--- src/rtl/bg_block_ctrl.sv ---
// Background block cache sequencer: save old block, optionally load new one, then clear pixel state.
// Latency: trigger to IDLE is 2-4 cycles with zero-wait memory; each memory state is held until i_memAck.
// Backpressure: pipeline paused while busy; BGCTRL_SKIP_EMPTY_SAVE_EN skips saves of empty blocks.
module bg_block_ctrl (
    input  logic        clk,
    input  logic        i_nrst,
    input  logic        i_newBlock,
    input  logic [1:0]  i_pairCode,
    input  logic        i_noblend,
    input  logic [14:0] i_saveAdr,
    input  logic [14:0] i_loadAdr,
    input  logic [15:0] i_mask,
    output logic        o_pausePipeline,
    output logic        o_resetPipelinePixelStateSpike,
    output logic        o_resetPixelMask,
    output logic        o_memReq,
    output logic        o_memWrite,
    output logic [14:0] o_memAdr,
    output logic [15:0] o_memMask,
    input  logic        i_memAck,
    output logic        o_importBG,
    output logic        o_flushDone,
    output logic        o_busy
);

    typedef enum logic [1:0] {
        IDLE  = 2'd0,
        SAVE  = 2'd1,
        LOAD  = 2'd2,
        CLEAR = 2'd3
    } state_t;

    state_t      state;
    logic        flush_q;
    logic        noblend_q;
    logic [14:0] load_adr_q;
    logic        clear_spike;

    logic        trig_flush;
    logic        trig_save;

    assign trig_flush = (i_pairCode == 2'b11);
`ifdef BGCTRL_SKIP_EMPTY_SAVE_EN
    assign trig_save = i_pairCode[1] && (i_mask != 16'h0000);
`else
    assign trig_save = i_pairCode[1];
`endif

    always_ff @(posedge clk or negedge i_nrst) begin
        if (!i_nrst) begin
            state       <= IDLE;
            flush_q     <= 1'b0;
            noblend_q   <= 1'b0;
            load_adr_q  <= '0;
            o_memReq    <= 1'b0;
            o_memWrite  <= 1'b0;
            o_memAdr    <= '0;
            o_memMask   <= '0;
            clear_spike <= 1'b0;
            o_flushDone <= 1'b0;
            o_busy      <= 1'b0;
        end else begin
            case (state)
                IDLE: begin
                    if (i_newBlock) begin
                        flush_q    <= trig_flush;
                        noblend_q  <= i_noblend;
                        load_adr_q <= i_loadAdr;
                        o_memMask  <= i_mask;
                        o_busy     <= 1'b1;
                        if (trig_save) begin
                            state      <= SAVE;
                            o_memReq   <= 1'b1;
                            o_memWrite <= 1'b1;
                            o_memAdr   <= i_saveAdr;
                        end else if (!i_noblend && !trig_flush) begin
                            // pairCode 00/01 (or an empty-mask skip) enters the block without saving
                            state      <= LOAD;
                            o_memReq   <= 1'b1;
                            o_memWrite <= 1'b0;
                            o_memAdr   <= i_loadAdr;
                        end else begin
                            state       <= CLEAR;
                            clear_spike <= 1'b1;
                            o_flushDone <= trig_flush;
                        end
                    end
                end
                SAVE: begin
                    if (i_memAck) begin
                        if (flush_q || noblend_q) begin
                            state       <= CLEAR;
                            o_memReq    <= 1'b0;
                            o_memWrite  <= 1'b0;
                            clear_spike <= 1'b1;
                            o_flushDone <= flush_q;
                        end else begin
                            // load only after the save is acknowledged: it overwrites the shared cache
                            state      <= LOAD;
                            o_memWrite <= 1'b0;
                            o_memAdr   <= load_adr_q;
                        end
                    end
                end
                LOAD: begin
                    if (i_memAck) begin
                        state       <= CLEAR;
                        o_memReq    <= 1'b0;
                        clear_spike <= 1'b1;
                    end
                end
                CLEAR: begin
                    state       <= IDLE;
                    clear_spike <= 1'b0;
                    o_flushDone <= 1'b0;
                    o_busy      <= 1'b0;
                end
                default: begin
                    state <= IDLE;
                end
            endcase
        end
    end

    assign o_resetPipelinePixelStateSpike = clear_spike;
    assign o_resetPixelMask               = clear_spike;
    // in IDLE the pause must cover the trigger cycle itself, so it follows i_newBlock directly
    assign o_pausePipeline = (state != IDLE) || i_newBlock;
    assign o_importBG      = (state == LOAD) && i_memAck;

endmodule
--- config.mk ---
export PLATFORM = sky130hd
export DESIGN_NAME = bg_block_ctrl
export DESIGN_NICKNAME = d
export VERILOG_FILES = /design/src/rtl/bg_block_ctrl.sv
export SDC_FILE = /design/constraint.sdc
export NUM_CORES = 1
export LEC_CHECK = 0
export ABC_CLOCK_PERIOD_IN_PS = 5100
export BUFFER_PORTS_ARGS = -buffer_cell sky130_fd_sc_hd__buf_4
export CAP_MARGIN = 15
export CORE_MARGIN = 8
export CORE_UTILIZATION = 40
export CTS_CLUSTER_SIZE = 30
export DETAILED_ROUTE_END_ITERATION = 8
export PLACE_DENSITY = 0.78
export SYNTH_ARGS = -nofsm -noshare
export SYNTH_HDL_FRONTEND = slang
export SYNTH_SLANG_ARGS = --single-unit
--- constraint.sdc ---
create_clock -name clk -period 5.1 [get_ports clk]
set_clock_uncertainty 0.1 [all_clocks]
set_input_delay 0.255 -clock clk [delete_from_list [all_inputs] [get_ports clk]]
set_output_delay 0.255 -clock clk [all_outputs]
set_load 0.005 [all_outputs]
==> results of run 1 <==
-- stage by stage --
| step | cell area, µm² | std cells | util [%] |
|---|---|---|---|
| 2_1_floorplan | 2610 | 210 | - |
| 3_3_place_gp | 3330 | 367 | 52.5 |
| 3_5_place_dp | 3330 | 367 | 52.5 |
| 4_1_cts | 3430 | 376 | 54.1 |
| 5_1_grt | 3450 | 377 | 54.3 |
| 6_report | 3450 | 377 | 54.3 |
-- Yosys cell counts (all sizes together) --
master / number / area share, %
and2: 1 / 0.24
nor3: 4 / 1.2
o22ai: 1 / 0.24
a21oi: 7 / 1.5
clkbuf: 3 / 0.43
o21ai: 21 / 4.0
o32ai: 1 / 0.34
nand2: 20 / 2.9
o41ai: 1 / 0.34
ha: 6 / 2.9
nor2: 2 / 0.29
mux2: 48 / 21
o21a: 1 / 0.29
or3b: 1 / 0.34
mux2i: 17 / 6.5
nand3b: 1 / 0.29
dfrtp: 55 / 53
a31oi: 1 / 0.24
a21boi: 1 / 0.72
inv: 6 / 0.86
nand2b: 3 / 0.72
buf: 9 / 2.2
-- worst max-delay path, stage by stage (launching register included) --
cell and delay [ps]:
dfrtp_1 410, inv_1 110, ha_1 380, buf_8 250, o21a_1 150, nor3_4 600
mux2_1 390
-- per-layer routing --
| layer | vias up | GRT usage [%] | share of wire (%) |
|---|---|---|---|
| li1 | 912 | - | - |
| met1 | 924 | 13.4 | 39 |
| met2 | 62 | 22.0 | 51 |
| met3 | 4 | 5.90 | 9.0 |
| met4 | 0 | 3.55 | 0.54 |
| met5 | - | 0 | 0 |
-- power by group through the flow --
| stage | Combinational [mW] | Sequential (mW) | Clock (mW) |
|---|---|---|---|
| 2_1_floorplan | 0.523 | 0.786 | 0 |
| 3_3_place_gp | 0.864 | 0.795 | 0 |
| 3_5_place_dp | 0.896 | 0.805 | 0 |
| 4_1_cts | 0.901 | 0.796 | 0.256 |
| 5_1_grt | 0.990 | 0.823 | 0.271 |
| 6_report | 0.887 | 0.793 | 0.248 |
-- area by class of cell --
| cell class | count | area [µm²] |
|---|---|---|
| Sequential cell | 55 | 1380 |
| Multi-Input combinational cell | 137 | 1140 |
| Clock inverter | 3 | 23.8 |
| Tap cell | 77 | 96.3 |
| Inverter | 6 | 22.5 |
| Timing Repair Buffer | 94 | 716 |
| Clock buffer | 5 | 68.8 |
| Fill cell | 563 | 2900 |
-- state kept, by name, indices dropped and copies added, names as in the netlist, 2 cells and up --
signal      cells
load_adr_q     15
o_memMask      16
o_memAdr       15
state           2
-- cells in the final DEF, fill, tap and decap left out, drive strengths merged --
master	Yosys	final
buf	9	93
dfrtp	55	55
mux2	48	48
o21ai	21	21
nand2	20	20
mux2i	17	17
inv	6	7
a21oi	7	7
ha	6	6
clkbuf	3	5
nor3	4	4
nand2b	3	3
nor2	2	2
and2	1	1
o21a	1	1
a21boi	1	1
or3b	1	1
o41ai	1	1
nand3b	1	1
a31oi	1	1
o32ai	1	1
o22ai	1	1
clkinvlp	0	1
clkinv	0	1
dlygate4sd3	0	1
-- worst max path at each step --
stage,slack (ps),cells after the start,end,start
6_report,2590,6,o_memAdr[4]$_DFFE_PN0P_,state[1]$_DFFE_PN0P_
5_1_grt,2400,5,o_memAdr[4]$_DFFE_PN0P_,state[1]$_DFFE_PN0P_
4_1_cts,1980,5,o_memAdr[4]$_DFFE_PN0P_,state[1]$_DFFE_PN0P_
3_5_place_dp,1990,5,o_memAdr[4]$_DFFE_PN0P_,state[1]$_DFFE_PN0P_
3_3_place_gp,2140,5,o_memAdr[1]$_DFFE_PN0P_,state[1]$_DFFE_PN0P_
2_1_floorplan,3120,7,o_memAdr[0]$_DFFE_PN0P_,state[0]$_DFFE_PN0P_
-- cell families after synthesis --
family | count (synthesis) | share of synthesized area [%]
adder cells (fa/ha/maj) | 6 | 2.87
buffers and inverters | 18 | 3.45
multiplexers | 65 | 27.4
flip-flops | 55 | 52.7
AND/OR/NAND/NOR | 32 | 5.94
AO/OA/AOI/OAI | 34 | 7.67
==> metrics.md, run 1 <==
| Metric | Value |
|---|---|
| Worst flop-to-flop path startpoint | `state[1]$_DFFE_PN0P_` |
| Cell count after synthesis | `210` |
| Number of endpoints with negative hold slack in the final report | `0` |
| Total number of placement rows | `29` |
| Path category of the worst min-delay check | `primary input to register` |
| Max-Cap Viols | `0` |
| Final Setup Violations | `0` |
| Initial antenna violation count | `0` |
| Worst setup EP type | `register` |
| Number of buffers inserted by port buffering | `91` |
| Total net switching power | `661 µW` |
| Hold Worst Slack | `50.6 ps` |
| Number of synthesized register bits | `55` |
| Signal arrival time at the worst endpoint | `2600 ps` |
| Antenna diode count | `0` |
| Max clock buf depth | `2` |
| Area growth from synthesis to final layout | `32.1%` |
| Final Worst Setup Slack | `2590 ps` |
| Run status | `completed` |
| Average instance area after synthesis | `12.4 µm²` |
| Number of design rule violations left after detail routing | `0` |
| Count of cell types in the netlist | `29` |
| Overall power after layout | `1.93 mW` |
| Final nets | `358` |
| Leakage power summed over all cells | `1.64 nW` |
| Layout cells sized above 1 | `39.7%` |
| Gate power share | `46.0%` |
| Kind of start point of the critical path | `register` |
| Required time of the worst setup path | `5200 ps` |
| Warnings, synthesis | `0` |
| Beginning of the worst hold path | `i_mask[0]` |
| Leftover overflow at the end of global routing | `0` |
| Starting DRC count in detailed routing | `43` |
| Setup slack of the most critical reg-to-reg path | `2590 ps` |
| Routability cong. | `0.819` |
| Post-route clock period utilization | `49.1%` |
| Clock latency of the later-clocked register in the worst-skew pair | `310 ps` |
| Headroom to the max-slew limit | `54.4%` |
| Number of global-route vias before repair | `2,138` |
| Depth of the worst register-to-register path | `6` |
| Number of H-tree levels | `2` |
| First-pass GRT wire length | `10,000 µm` |
| Largest net degree at the start of global routing | `56` |
| Clock network fraction of design power | `12.9%` |
| Worst Tran Pin Value | `681 ps` |
| Sum of negative setup slack | `0 ps` |
| CTS tree | `built` |
| Post CTS Setup Buffer Count | `0` |
| Cells resized by post-CTS repair | `0` |
| DRT Pass-1 Iters | `4` |
| Via count of the routed design | `1,902` |
| Via density per instance | `5.05` |
| Remaining antenna violation count | `0` |
| Fin crit period | `2510 ps` |
| RSZ-0062 raised after global routing | `false` |
| Clock transition at the registers of the reported paths | `100 ps` |
| Clk sink count | `55` |
| Highest clock rate | `399 MHz` |
| Hold depth | `2` |
| Total power density per cell area | `559 mW/mm²` |
| Worst slack after detailed placement | `1990 ps` |
| Sequential element share of the synthesized area | `52.7%` |
| Number of nets produced by synthesis | `269` |
| Switching portion of total power | `34.3%` |
| Placed wire-length estimate after detailed placement | `4550 µm` |
| Core outline area | `0.00635 mm²` |
| Number of top-level pins | `92` |
| DIE HEIGHT | `96.8 µm` |
| Number of buffers inserted during clock tree synthesis | `5` |
| Area of the mapped netlist | `0.00261 mm²` |
| Maximum VDD drop | `0.258 mV` |
| Internal power summed over all cells | `1.27 mW` |
| Effective utilization at floorplan | `41.1%` |
| Critical Setup Path Class | `register to register` |
| Worst hold path endpoint | `o_memMask[0]$_DFFE_PN0P_` |
| Critical Path Fanout Max | `26` |
| Clock root cell | `clkbuf_8` |
| Capture instance of the worst register-to-register path | `o_memAdr[4]$_DFFE_PN0P_` |
| Number of pins exceeding their max-slew limit in the final report | `0` |
| Total track usage | `12.7%` |
| Average routed wire per standard cell | `15.7 µm` |
| Horizontal die dimension | `96.8 µm` |
| Sequential cell fraction of total power | `41.2%` |
| Total Routed Length | `5920 µm` |
| DIE AREA | `0.00937 mm²` |
| Hold-fix buffers, CTS | `1` |
No activity file was read; power rests on OpenSTA's default activity.
==> run 2, diff against run 1 <==
Settings changed: ABC_CLOCK_PERIOD_IN_PS 5100 to 2600.
Clock period 5.1 ns to 2.6 ns, I/O delays scaled along.
==> metrics.md, run 2 (same netlist as run 1, synthesis figures left out) <==
| Metric | Value |
|---|---|
| Total Routed Length | `6540 µm` |
| Headroom to the max-slew limit | `54.1%` |
| Clock transition at the registers of the reported paths | `100 ps` |
| RSZ-0062 raised after global routing | `false` |
| Placed wire-length estimate after detailed placement | `4690 µm` |
| Area growth from synthesis to final layout | `44.8%` |
| DRT Pass-1 Iters | `4` |
| Max clock buf depth | `2` |
| Final Setup Violations | `0` |
| Fillcell total | `533` |
| Remaining antenna violation count | `0` |
| Maximum VDD drop | `0.479 mV` |
| Depth of the worst register-to-register path | `6` |
| Hold depth | `3` |
| Number of endpoints with negative hold slack in the final report | `0` |
| Routability cong. | `0.814` |
| Clk sink count | `55` |
| Signal arrival time at the worst endpoint | `2310 ps` |
| Flip-flop count of the largest register, all copies and words added | `16` |
| Beginning of the worst hold path | `i_pairCode[0]` |
| Starting DRC count in detailed routing | `54` |
| Max-Cap Viols | `0` |
| Setup slack of the most critical reg-to-reg path | `380 ps` |
| Number of design rule violations left after detail routing | `0` |
| Top Registers | `o_memMask: 16 flops, load_adr_q: 15 flops, o_memAdr: 15 flops` |
| Hold Worst Slack | `26.9 ps` |
| Fin crit period | `2220 ps` |
| Run status | `completed` |
| DIE HEIGHT | `96.8 µm` |
| Path category of the worst min-delay check | `primary input to register` |
| Leftover overflow at the end of global routing | `0` |
| Layout cells sized above 1 | `36.0%` |
| Highest clock rate | `450 MHz` |
| Worst setup EP type | `register` |
| Initial antenna violation count | `0` |
| Worst flop-to-flop path startpoint | `state[1]$_DFFE_PN0P_` |
| Largest net degree at the start of global routing | `56` |
| Number of H-tree levels | `2` |
| Leakage power summed over all cells | `1.79 nW` |
| Antenna diode count | `0` |
| Most frequent cells in the layout | `buf_4 (93), dfrtp_1 (55), mux2_1 (33), dlygate4sd3_1 (33), nand2_1 (20)` |
| Horizontal die dimension | `96.8 µm` |
| Number of pins exceeding their max-slew limit in the final report | `0` |
| Final nets | `391` |
| Worst hold path endpoint | `flush_q$_DFFE_PN0P_` |
| Number of global-route vias before repair | `2,353` |
| Effective utilization at floorplan | `41.1%` |
| Clock root cell | `clkbuf_8` |
| Capture instance of the worst register-to-register path | `o_memAdr[2]$_DFFE_PN0P_` |
| Clock latency of the later-clocked register in the worst-skew pair | `300 ps` |
| Number of buffers inserted during clock tree synthesis | `5` |
| Critical Path Fanout Max | `15` |
| Via count of the routed design | `2,038` |
| Via density per instance | `4.97` |
| Overall power after layout | `3.85 mW` |
| Number of buffers inserted by port buffering | `91` |
| Number of top-level pins | `92` |
| Core outline area | `0.00635 mm²` |
| Critical Setup Path Class | `register to register` |
| Total number of placement rows | `29` |
| First-pass GRT wire length | `11,000 µm` |
| Post-route clock period utilization | `85.4%` |
| Total track usage | `14.0%` |
| Cells resized by post-CTS repair | `0` |
| Average routed wire per standard cell | `16.0 µm` |
| Utilization of the core after routing | `59.5%` |
| Sum of negative setup slack | `0 ps` |
| Register containing the most flip-flops in the final layout | `o_memMask` |
| Leading cell type in the layout, fill and taps excluded | `buf_4` |
| DIE AREA | `0.00937 mm²` |
| Required time of the worst setup path | `2690 ps` |
| CTS tree | `built` |
| Kind of start point of the critical path | `register` |
| Worst Tran Pin Value | `688 ps` |
| Total power density per cell area | `1020 mW/mm²` |
-- run 2: changes by cell type in the layout (fill, tap and decap cells not counted), sizes merged --
cell / change
buf: +1
clkinvlp: -1
dlygate4sd3: +32
clkinv: +1
-- run 2: how the worst max path moves through the flow --
stage	from	endpoint	slack, ps	cells after the start
floorplan	state[0]$_DFFE_PN0P_	o_memAdr[0]$_DFFE_PN0P_	620	7
global placement	state[1]$_DFFE_PN0P_	o_memAdr[12]$_DFFE_PN0P_	510	6
detailed placement	state[1]$_DFFE_PN0P_	o_memAdr[11]$_DFFE_PN0P_	400	6
CTS	state[1]$_DFFE_PN0P_	o_memAdr[5]$_DFFE_PN0P_	390	6
global route	state[1]$_DFFE_PN0P_	o_memAdr[2]$_DFFE_PN0P_	250	6
finish	state[1]$_DFFE_PN0P_	o_memAdr[2]$_DFFE_PN0P_	380	6
-- run 2: worst max-delay path: stages, from the launching register on --
cell and delay, ps:
dfrtp_1 430, inv_1 130, ha_1 440, mux2i_1 420, nor3_4 40, buf_4 210
mux2_1 330
-- run 2: repair_timing --
| action | in CTS | in global routing |
|---|---|---|
| hold buffers | 33 | 0 |
| endpoints found under the hold margin | 87 | 0 |
| setup buffers | 0 | 0 |
-- run 2: per-layer routing --
layer	share of wire, %	wire length, µm	GRT usage [%]	vias up
met2	52	3410	25.4	62
met1	39	2560	14.7	985
met3	6.7	441	4.91	12
li1	-	-	-	979
met4	1.9	126	4.50	0
met5	0	0	0	-
-- run 2: layout make-up --
type / count / area [µm²] / area share, %
clock inverter: 3 / 22.5 / 0.596
sequential: 55 / 1380 / 36.4
clock buffer: 5 / 68.8 / 1.82
multi-input combinational: 137 / 1140 / 30.3
tap: 77 / 96.3 / 2.55
inverter: 6 / 22.5 / 0.596
timing repair buffer: 127 / 1050 / 27.7
-- run 2: metrics by stage --
| step | instance area, µm² | setup slack (ps) | cells |
|---|---|---|---|
| after global placement | 3360 | 506 | 369 |
| after detailed placement | 3360 | 403 | 369 |
| after global routing | 3780 | 246 | 410 |
| after CTS | 3780 | 388 | 410 |
| after floorplan | 2610 | 621 | 210 |
| final | 3780 | 380 | 410 |
-- run 2: report_power, final --
group | total [mW] | switching (mW) | internal, mW
Sequential | 1.56 | 0.255 | 1.30
Clock | 0.478 | 0.285 | 0.194
Combinational | 1.82 | 0.785 | 1.03
